==> config.mk <==
export PLATFORM = sky130hd
export DESIGN_NAME = fft_bfly_scheduler
export DESIGN_NICKNAME = d
export VERILOG_FILES = /design/src/rtl/fft_bfly_scheduler.sv
export SDC_FILE = /design/constraint.sdc
export NUM_CORES = 1
export LEC_CHECK = 0
export ABC_AREA = 1
export CAP_MARGIN = 10
export CORE_ASPECT_RATIO = 1.1
export CORE_MARGIN = 1
export CORE_UTILIZATION = 45
export DETAILED_ROUTE_END_ITERATION = 8
export PLACE_DENSITY_LB_ADDON = 0.3
export SYNTH_ARGS = -nofsm -noshare
export SYNTH_HDL_FRONTEND = slang
export SYNTH_SLANG_ARGS = --single-unit
==> constraint.sdc <==
create_clock -name clk -period 2.9 [get_ports clk]
set_input_delay 0.435 -clock clk [delete_from_list [all_inputs] [get_ports clk]]
set_output_delay 0.435 -clock clk [all_outputs]
set_load 0.005 [all_outputs]
==> src/rtl/fft_bfly_scheduler.sv <==
// fft_bfly_scheduler: sequences butterfly reads, twiddles and write-backs for an in-place radix-2 DIF FFT
module fft_bfly_scheduler #(
    parameter int N        = 64,
    parameter int PIPE_LAT = 2,
    parameter int AW       = $clog2(N)
) (
    input  logic                          clk,
    input  logic                          rst_n,
    input  logic                          start,
    output logic                          busy,
    output logic                          done,
    output logic [$clog2($clog2(N)):0]    stage,
    output logic                          rd_valid,
    output logic [AW-1:0]                 rd_addr0,
    output logic [AW-1:0]                 rd_addr1,
    output logic [AW-2:0]                 tw_idx,
    output logic                          wr_en,
    output logic [AW-1:0]                 wr_addr0,
    output logic [AW-1:0]                 wr_addr1
);
    localparam int LOG2N = $clog2(N);
    localparam int SW    = $clog2(LOG2N) + 1;
    localparam int BW    = LOG2N - 1;
    localparam int CW    = $clog2(PIPE_LAT) + 1;

    typedef enum logic [1:0] {IDLE, RUN, DRAIN, DONE} state_t;

    state_t        state;
    logic [BW-1:0] b;
    logic [CW-1:0] cnt;
    logic [BW-1:0] nb;
    logic [SW-1:0] nst;
    logic [AW-1:0] bx, half, msk, nk, na0, na1;
    logic [AW-2:0] ntw;
    logic          vp [PIPE_LAT];
    logic [AW-1:0] p0 [PIPE_LAT];
    logic [AW-1:0] p1 [PIPE_LAT];

    // addresses of the butterfly issued next cycle; low bits of b are k, high bits are g
    always_comb begin
        nb   = (state == RUN) ? b + BW'(1) : '0;
        nst  = (state == DRAIN) ? stage + SW'(1) : (state == IDLE) ? '0 : stage;
        bx   = AW'(nb);
        half = AW'(N / 2) >> nst;
        msk  = half - AW'(1);
        nk   = bx & msk;
        na0  = ((bx & ~msk) << 1) | nk;
        na1  = na0 | half;
        ntw  = (AW-1)'(nk << nst);
    end

    // control FSM with registered read-side outputs; addresses hold while idle or draining
    always_ff @(posedge clk or negedge rst_n) begin
        if (!rst_n) begin
            state    <= IDLE;
            stage    <= '0;
            b        <= '0;
            cnt      <= '0;
            busy     <= 1'b0;
            done     <= 1'b0;
            rd_valid <= 1'b0;
            rd_addr0 <= '0;
            rd_addr1 <= '0;
            tw_idx   <= '0;
        end else begin
            case (state)
                IDLE: if (start) begin
                    state    <= RUN;
                    stage    <= '0;
                    b        <= '0;
                    busy     <= 1'b1;
                    rd_valid <= 1'b1;
                    rd_addr0 <= na0;
                    rd_addr1 <= na1;
                    tw_idx   <= ntw;
                end
                RUN: if (b == BW'(N / 2 - 1)) begin
                    state    <= DRAIN;
                    b        <= '0;
                    cnt      <= '0;
                    rd_valid <= 1'b0;
                end else begin
                    b        <= nb;
                    rd_addr0 <= na0;
                    rd_addr1 <= na1;
                    tw_idx   <= ntw;
                end
                DRAIN: if (cnt == CW'(PIPE_LAT - 1)) begin
                    if (stage == SW'(LOG2N - 1)) begin
                        state <= DONE;
                        done  <= 1'b1;
                    end else begin
                        state    <= RUN;
                        stage    <= nst;
                        rd_valid <= 1'b1;
                        rd_addr0 <= na0;
                        rd_addr1 <= na1;
                        tw_idx   <= ntw;
                    end
                end else begin
                    cnt <= cnt + CW'(1);
                end
                default: begin
                    state <= IDLE;
                    done  <= 1'b0;
                    busy  <= 1'b0;
                end
            endcase
        end
    end

    // write-back shift pipeline: read strobe and addresses delayed by PIPE_LAT cycles
    always_ff @(posedge clk or negedge rst_n) begin
        if (!rst_n) begin
            for (int i = 0; i < PIPE_LAT; i++) begin
                vp[i] <= 1'b0;
                p0[i] <= '0;
                p1[i] <= '0;
            end
        end else begin
            vp[0] <= rd_valid;
            p0[0] <= rd_addr0;
            p1[0] <= rd_addr1;
            for (int i = 1; i < PIPE_LAT; i++) begin
                vp[i] <= vp[i-1];
                p0[i] <= p0[i-1];
                p1[i] <= p1[i-1];
            end
        end
    end

    assign wr_en    = vp[PIPE_LAT-1];
    assign wr_addr0 = p0[PIPE_LAT-1];
    assign wr_addr1 = p1[PIPE_LAT-1];
endmodule

# Yosys cells after proc, flatten, opt, wreduce, memory -nomap -nowiden
# Index checks and enable logic that the tools add are counted.
dict set report classes {
  add_sub_neg 4
  multipliers 0
  div 0
  order_cmp 0
  eq_ne 12
  shifts 2
  muxes 42
  bitwise 7
  n_reduce_logical 15
}
# cell n
set ops {}
lappend ops {{2-to-1 mux 6 bit} 8}
lappend ops {{case mux 6 bit (3 select lines)} 2}
lappend ops {{2-to-1 mux 5 bit} 7}
lappend ops {{2-to-1 mux 4 bit} 5}
lappend ops {{case mux 5 bit (3 select lines)} 1}
lappend ops {{2-to-1 mux 2 bit} 6}
lappend ops {{bitwise OR 6 bit} 2}
lappend ops {{case mux 5 bit (2 select lines)} 1}
lappend ops {{AND reduction 5 bit} 2}
lappend ops {{AND reduction 3 bit} 3}
lappend ops {{!= test 2 bit (second input constant)} 4}
lappend ops {{case mux 4 bit (2 select lines)} 1}
lappend ops {{AND 5 x 6 -> 6 bit} 1}
lappend ops {{2-to-1 mux 1 bit} 6}
lappend ops {{!= test 2 x 1 -> 1 bit (second input constant)} 3}
lappend ops {{case mux 2 bit (3 select lines)} 1}
lappend ops {{nonzero test 2 bit} 3}
lappend ops {{left shift 6 x 4 -> 5 bit} 1}
lappend ops {{>> shifter 6 x 4 -> 6 bit (first input constant)} 1}
lappend ops {{subtractor 6 x 1 -> 6 bit (second input constant)} 1}
lappend ops {{adder 5 x 1 -> 5 bit (second input constant)} 1}
lappend ops {{AND 5 bit} 1}
lappend ops {{equality test 5 bit (second input constant)} 1}
lappend ops {{NOT 5 bit} 1}
lappend ops {{14 further kinds} 19}
dict set report totals {
  reg_bits 59
  latchBits 0
  mem_bits_rw 0
  mem_bits_ro 0
  in_bits 3
  output_inout_bits 37
  elab_cells 98
  memories 0
}

# Depth between registers and ports, before layout
dict set report logic_depth {
  depth_word 12
  mapped_depth 23
  depth_no_buf 22
}

# Least setup slack after synthesis
# OpenSTA, ideal clock, no wires.
dict set report synth_path {
  path_kind {flip-flop to flip-flop}
  start {register state[0]}
  end {register tw_idx[4]}
  setup_time_ns 0.065
  t_arrival_ns 2.350
  required_time_ns 2.835
  setup_slack_ns 0.485
  stages_incl_launch_ff 24
  path_buffers 1
  period_less_slack_ns 2.415
  path_cell_list {dfrtp_1 -> inv_1 -> ha_1 -> buf_6 -> inv_6 -> nand2_1 -> nand2_1 -> nor2_2 -> nor2_8 -> nand2_2 -> nor2_2 -> inv_1 -> ha_1 -> inv_1 -> nor2_1 -> nand2_1 -> nand3_2 -> nand2_1 -> nand2_1 -> inv_1 -> nand2_1 -> nand2_1 -> nand2_1 -> nand2_1}
}
dict set report synth_between {
  elab_chain_len 10
  word_cells_on_any_way 21
  classes_between {add/sub (1); eq/ne (6); shift (2); mux (8); bitwise (1); reduce/logical (3)}
}
# element line
set synth_lines {}
lappend synth_lines {{start: declaration} 28} ;# state_t state;
lappend synth_lines {{start signal: assignment} 55} ;# state <= IDLE;
lappend synth_lines {{start signal: assignment} 68} ;# state <= RUN;
lappend synth_lines {{start signal: assignment} 78} ;# state <= DRAIN;
lappend synth_lines {{logical NOT 2 bit} {42, 66}}
lappend synth_lines {{2-to-1 mux 4 bit (2 in series)} 42} ;# nst = (state == DRAIN) ? stage + SW'(1) : (state == IDLE) ? '0 : stage;
lappend synth_lines {{>> shifter 6 x 4 -> 6 bit} 44} ;# half = AW'(N / 2) >> nst;
lappend synth_lines {{subtractor 6 x 1 -> 6 bit} 45} ;# msk = half - AW'(1);
lappend synth_lines {{AND 5 x 6 -> 6 bit} 46} ;# nk = bx & msk;
lappend synth_lines {{left shift 6 x 4 -> 5 bit} 49} ;# ntw = (AW-1)'(nk << nst);
lappend synth_lines {{2-to-1 mux 5 bit} 89} ;# if (stage == SW'(LOG2N - 1)) begin
lappend synth_lines {{2-to-1 mux 5 bit} 88} ;# DRAIN: if (cnt == CW'(PIPE_LAT - 1)) begin
lappend synth_lines {{case mux 5 bit (3 select lines)} 66} ;# case (state)
lappend synth_lines {{end signal: assignment} 75} ;# tw_idx <= ntw;
lappend synth_lines {{end signal: assignment} 86} ;# tw_idx <= ntw;
lappend synth_lines {{end signal: assignment} 98} ;# tw_idx <= ntw;
lappend synth_lines {{end: declaration} 16} ;# output logic [AW-2:0] tw_idx,
# Parallel ways exist; a longest one is shown, timed or not. The select of a mux whose other input is x is not followed.
# A chain may end at the register's enable or synchronous reset.

# Final worst setup path
# Same ends and word-level chain as after synthesis.

==> results.yml <==
run:
  count_of_max_cap_constraint_violations: 0
finish:
  drive_above_1_share: 0.2006
  diodes: 0
  nets: 342
  area_growth_syn_to_layout_pct: 22.05
  utilization: 0.5830
power:
  power_frac_seq: 0.331
  power_density_mw_per_mm2: 1119
  pwr-share-comb: 0.451
  netSwitchingPower_mw: 1.469
  vdd_drop_max_mv: 0.6107
  clock_power_share: 0.218
  p_sw_frac: 0.3806
  intPower_mw: 2.391
  leakage_nw: 1.604
  total_power_mw: 3.860
hold_path:
  worstHoldPathType: "in2async"
logic_synthesis:
  synthesis.nets: 305
  syn-mean-instance-area_sq_um: 9.675
  synthCells: 292
  post_synthesis_cell_type_count: 35
  total_standard_cell_area_after_synthesis_sq_mm: 0.002825
  yosysWarningCount: 0
  synth_seq_cells: 59
  synth_seq_area_share: 0.5226
sta:
  rsz0062_at_grt: "false"
  setup_viol_count_final: 0
  final_worst_setup_slack_ps: 311.1
  clock-skew-final_ps: 8.764
  slew_headroom: 0.5638
  period_minus_slack_ps: 2589
  slew_viol_final: 0
  setup-tns-final_ps: 0
  tightestPinTransition_ps: 654.3
  max_clock_freq_ghz: 0.3863
  finalCritPeriodShare: 0.8927
  final_hold_viol_count: 0
floorplanning:
  die_w_um: 77.55
  coreArea_sq_mm: 0.005914
  placement_rows: 29
  io_pins: 40
  die-height_um: 85.10
  dieArea_sq_mm: 0.006599
  starting_density_of_the_core: 0.4777
cts:
  clock_latency_ps: 330
  clock_path_buffers: 2
  clkTransAtPathRegs_ps: 70
  cts_root_buffer: "sky130_fd_sc_hd__clkbuf_8"
  cts.sinks: 59
  cts_tree: "done"
  cts.repair_timing.setup_buffer_count: 0
  cts_made_buffers: 9
  cts.htree.levels: 3
setup_path:
  r2r.worst_path.cells: 21
  worst_setup_path_end_kind: "register"
  start_kind: "register"
  criticalPathCategory: "reg2reg"
  timing.critical_path.required_ps: 3160
  critical_path.reg2reg.endpoint: "tw_idx[4]$_DFFE_PN0P_"
  worstPathMaxFanout: 8
  critPathArrivalTime_ps: 2850
  r2r_setup_slack_ps: 310
  rr_startpoint: "state[0]$_DFFE_PN0P_"
global_route:
  grtUsageTotal: 0.1761
  grt_start_max_net_pins: 31
  grt_first_pass_wirelength_mm: 8.963
  number_of_global_route_vias_before_repair: 1971
  number_of_antenna_violations_at_the_first_check_in_global_routing: 0
  total_congestion_overflow: 0
detailed_routing:
  drc_errors: 0
  vias: 2066
  avgRoutedWirePerCell_um: 12.91
  detailedRoute.firstPassIterationCount: 4
  drt-vias-per-instance: 5.027
  finalWirelength_mm: 5.306
  detail-route-antenna-nets: 0
  first_iter_violations: 64
place:
  place_worst_setup_slack_ps: 132.2
  post-dp-hpwl_mm: 3.926
  place.gp.congestion: 0.8927
  port-buffer-count: 39
outcome:
  status: "complete, no violations"
==> per-stage QoR <==
step	hold slack, ps	instance area, sq um	instances
global route	177.8	3448	411
global placement	331.7	3204	395
CTS	135.9	3432	411
floorplan	139.4	2825	292
finish	130.6	3448	411
detailed placement	334.7	3204	395
==> worst max path at each step <==
stage / start / endpoint / slack [ps]
after floorplan: state[0]$_DFFE_PN0P_ / tw_idx[4]$_DFFE_PN0P_ / 490
after global placement: state[0]$_DFFE_PN0P_ / tw_idx[4]$_DFFE_PN0P_ / 240
after detailed placement: state[0]$_DFFE_PN0P_ / tw_idx[4]$_DFFE_PN0P_ / 130
after CTS: state[0]$_DFFE_PN0P_ / tw_idx[4]$_DFFE_PN0P_ / 100
after global routing: state[0]$_DFFE_PN0P_ / tw_idx[4]$_DFFE_PN0P_ / 6
final: state[0]$_DFFE_PN0P_ / tw_idx[4]$_DFFE_PN0P_ / 310
==> cell usage in the layout (no fill, tap or decap), types with 2 or more instances in the layout <==
| master | instances |
|---|---|
| sky130_fd_sc_hd__nand4_1 | 2 |
| sky130_fd_sc_hd__clkbuf_8 | 11 |
| sky130_fd_sc_hd__inv_2 | 8 |
| sky130_fd_sc_hd__o21ai_0 | 13 |
| sky130_fd_sc_hd__o21a_1 | 3 |
| sky130_fd_sc_hd__nor2_1 | 18 |
| sky130_fd_sc_hd__nor2_4 | 4 |
| sky130_fd_sc_hd__nor2_8 | 2 |
| sky130_fd_sc_hd__nor2_2 | 7 |
| sky130_fd_sc_hd__buf_4 | 2 |
| sky130_fd_sc_hd__dfrtp_1 | 58 |
| sky130_fd_sc_hd__nand3_2 | 5 |
| sky130_fd_sc_hd__clkdlybuf4s50_1 | 38 |
| sky130_fd_sc_hd__o211ai_1 | 3 |
| sky130_fd_sc_hd__nand2_1 | 64 |
| sky130_fd_sc_hd__bufinv_16 | 2 |
| sky130_fd_sc_hd__o21ai_1 | 2 |
| sky130_fd_sc_hd__o22ai_1 | 4 |
| sky130_fd_sc_hd__nand3_1 | 13 |
| sky130_fd_sc_hd__a21oi_1 | 10 |
| sky130_fd_sc_hd__ha_1 | 8 |
| sky130_fd_sc_hd__o21ai_4 | 2 |
| sky130_fd_sc_hd__inv_1 | 23 |
| sky130_fd_sc_hd__nand2_2 | 9 |
| sky130_fd_sc_hd__nand2_4 | 2 |
| sky130_fd_sc_hd__o21ai_2 | 4 |
==> kinds of logic (layout without fill, tap and decap cells) <==
group | after synthesis | in the layout | synth area share
compound gates | 46 | 46 | 0.1098
flops | 59 | 59 | 0.5226
buf+inv | 48 | 90 | 0.08813
xor+xnor | 1 | 1 | 0.003101
fa+ha+maj | 10 | 10 | 0.04429
simple gates | 128 | 128 | 0.2321
==> power groups by stage <==
stage,combinational (mW),sequential (mW),clock (mW)
floorplan,1.24,1.27,0
global placement,1.69,1.28,0
detailed placement,1.73,1.29,0
CTS,1.74,1.28,0.857
global route,1.96,1.31,0.896
finish,1.74,1.28,0.841
==> critical path, cell delays in order (launching register included) <==
cell and delay [ps]:
sky130_fd_sc_hd__dfrtp_2 450, sky130_fd_sc_hd__inv_1 150, sky130_fd_sc_hd__ha_4 240, sky130_fd_sc_hd__nand2_2 100, sky130_fd_sc_hd__nor2_4 150, sky130_fd_sc_hd__nor2_2 80, sky130_fd_sc_hd__nor2_8 180, sky130_fd_sc_hd__nand2_2 60
sky130_fd_sc_hd__nor2_2 110, sky130_fd_sc_hd__inv_1 70, sky130_fd_sc_hd__ha_1 230, sky130_fd_sc_hd__inv_1 120, sky130_fd_sc_hd__nor2_1 60, sky130_fd_sc_hd__nand2_1 100, sky130_fd_sc_hd__nand3_2 80, sky130_fd_sc_hd__nand2_1 60
sky130_fd_sc_hd__nand2_1 40, sky130_fd_sc_hd__inv_1 50, sky130_fd_sc_hd__nand2_1 40, sky130_fd_sc_hd__nand2_1 50, sky130_fd_sc_hd__nand2_1 50, sky130_fd_sc_hd__nand2_1 50
==> timing repair <==
| action | in CTS | in global routing |
|---|---|---|
| hold buffers | 0 | 0 |
| endpoints found under the hold margin | 0 | 0 |
| setup endpoints to repair | 0 | 11 |
| gates resized for setup | 0 | 4 |
==> layer usage <==
layer | vias to the layer above | track usage | wire (um)
met4 | 0 | 0.07719 | 70
met1 | 996 | 0.2107 | 2417
met5 | - | 0 | 0
li1 | 1009 | - | -
met2 | 51 | 0.2856 | 2582
met3 | 10 | 0.06344 | 236
==> area by class of cell <==
type                    instances  area (sq um)
clock buffers                  12         155.1
clock inverters                 4         72.57
fillers                       526          2466
inverters                      33         131.4
multi-input cells             185          1115
flip-flops and latches         59          1478
well taps                      77         96.34
repair buffers                 41         400.4
==> cell usage after synthesis <==
master                     count  share of area
sky130_fd_sc_hd__a21oi_1      10          0.018
sky130_fd_sc_hd__a22o_1        1         0.0031
sky130_fd_sc_hd__a31oi_1       1         0.0022
sky130_fd_sc_hd__buf_2         1         0.0018
sky130_fd_sc_hd__buf_4        12          0.032
sky130_fd_sc_hd__buf_6         2         0.0080
sky130_fd_sc_hd__dfrtp_1      59           0.52
sky130_fd_sc_hd__ha_1         10          0.044
sky130_fd_sc_hd__inv_1        23          0.031
sky130_fd_sc_hd__inv_2         8          0.011
sky130_fd_sc_hd__inv_4         1         0.0022
sky130_fd_sc_hd__inv_6         1         0.0031
sky130_fd_sc_hd__nand2_1      64          0.085
sky130_fd_sc_hd__nand2_2       9          0.020
sky130_fd_sc_hd__nand2_4       2         0.0080
sky130_fd_sc_hd__nand3_1      13          0.023
sky130_fd_sc_hd__nand3_2       5          0.018
sky130_fd_sc_hd__nand4_1       2         0.0044
sky130_fd_sc_hd__nor2_1       18          0.024
sky130_fd_sc_hd__nor2_2        7          0.015
sky130_fd_sc_hd__nor2_4        4          0.016
sky130_fd_sc_hd__nor2_8        2          0.014
sky130_fd_sc_hd__nor3_1        1         0.0018
sky130_fd_sc_hd__nor3b_1       1         0.0027
sky130_fd_sc_hd__o211ai_1      3         0.0080
sky130_fd_sc_hd__o21a_1        3         0.0080
sky130_fd_sc_hd__o21ai_0      13          0.023
sky130_fd_sc_hd__o21ai_1       2         0.0035
sky130_fd_sc_hd__o21ai_2       4          0.012
sky130_fd_sc_hd__o21ai_4       2          0.012
sky130_fd_sc_hd__o22ai_1       4         0.0089
sky130_fd_sc_hd__o31ai_1       1         0.0027
sky130_fd_sc_hd__o32ai_1       1         0.0031
sky130_fd_sc_hd__o41ai_2       1         0.0058
sky130_fd_sc_hd__xor2_1        1         0.0031
==> state kept, by name (all words and copies together) (netlist names) <==
register  flops
wr_en         1
done          1
b             5
cnt           2
p1            6
state         2
p0            6
busy          1
vp            1
rd_valid      1
wr_addr1      6
rd_addr0      6
tw_idx        5
rd_addr1      6
wr_addr0      6
stage         4
Power figures use the tool's default switching activity.
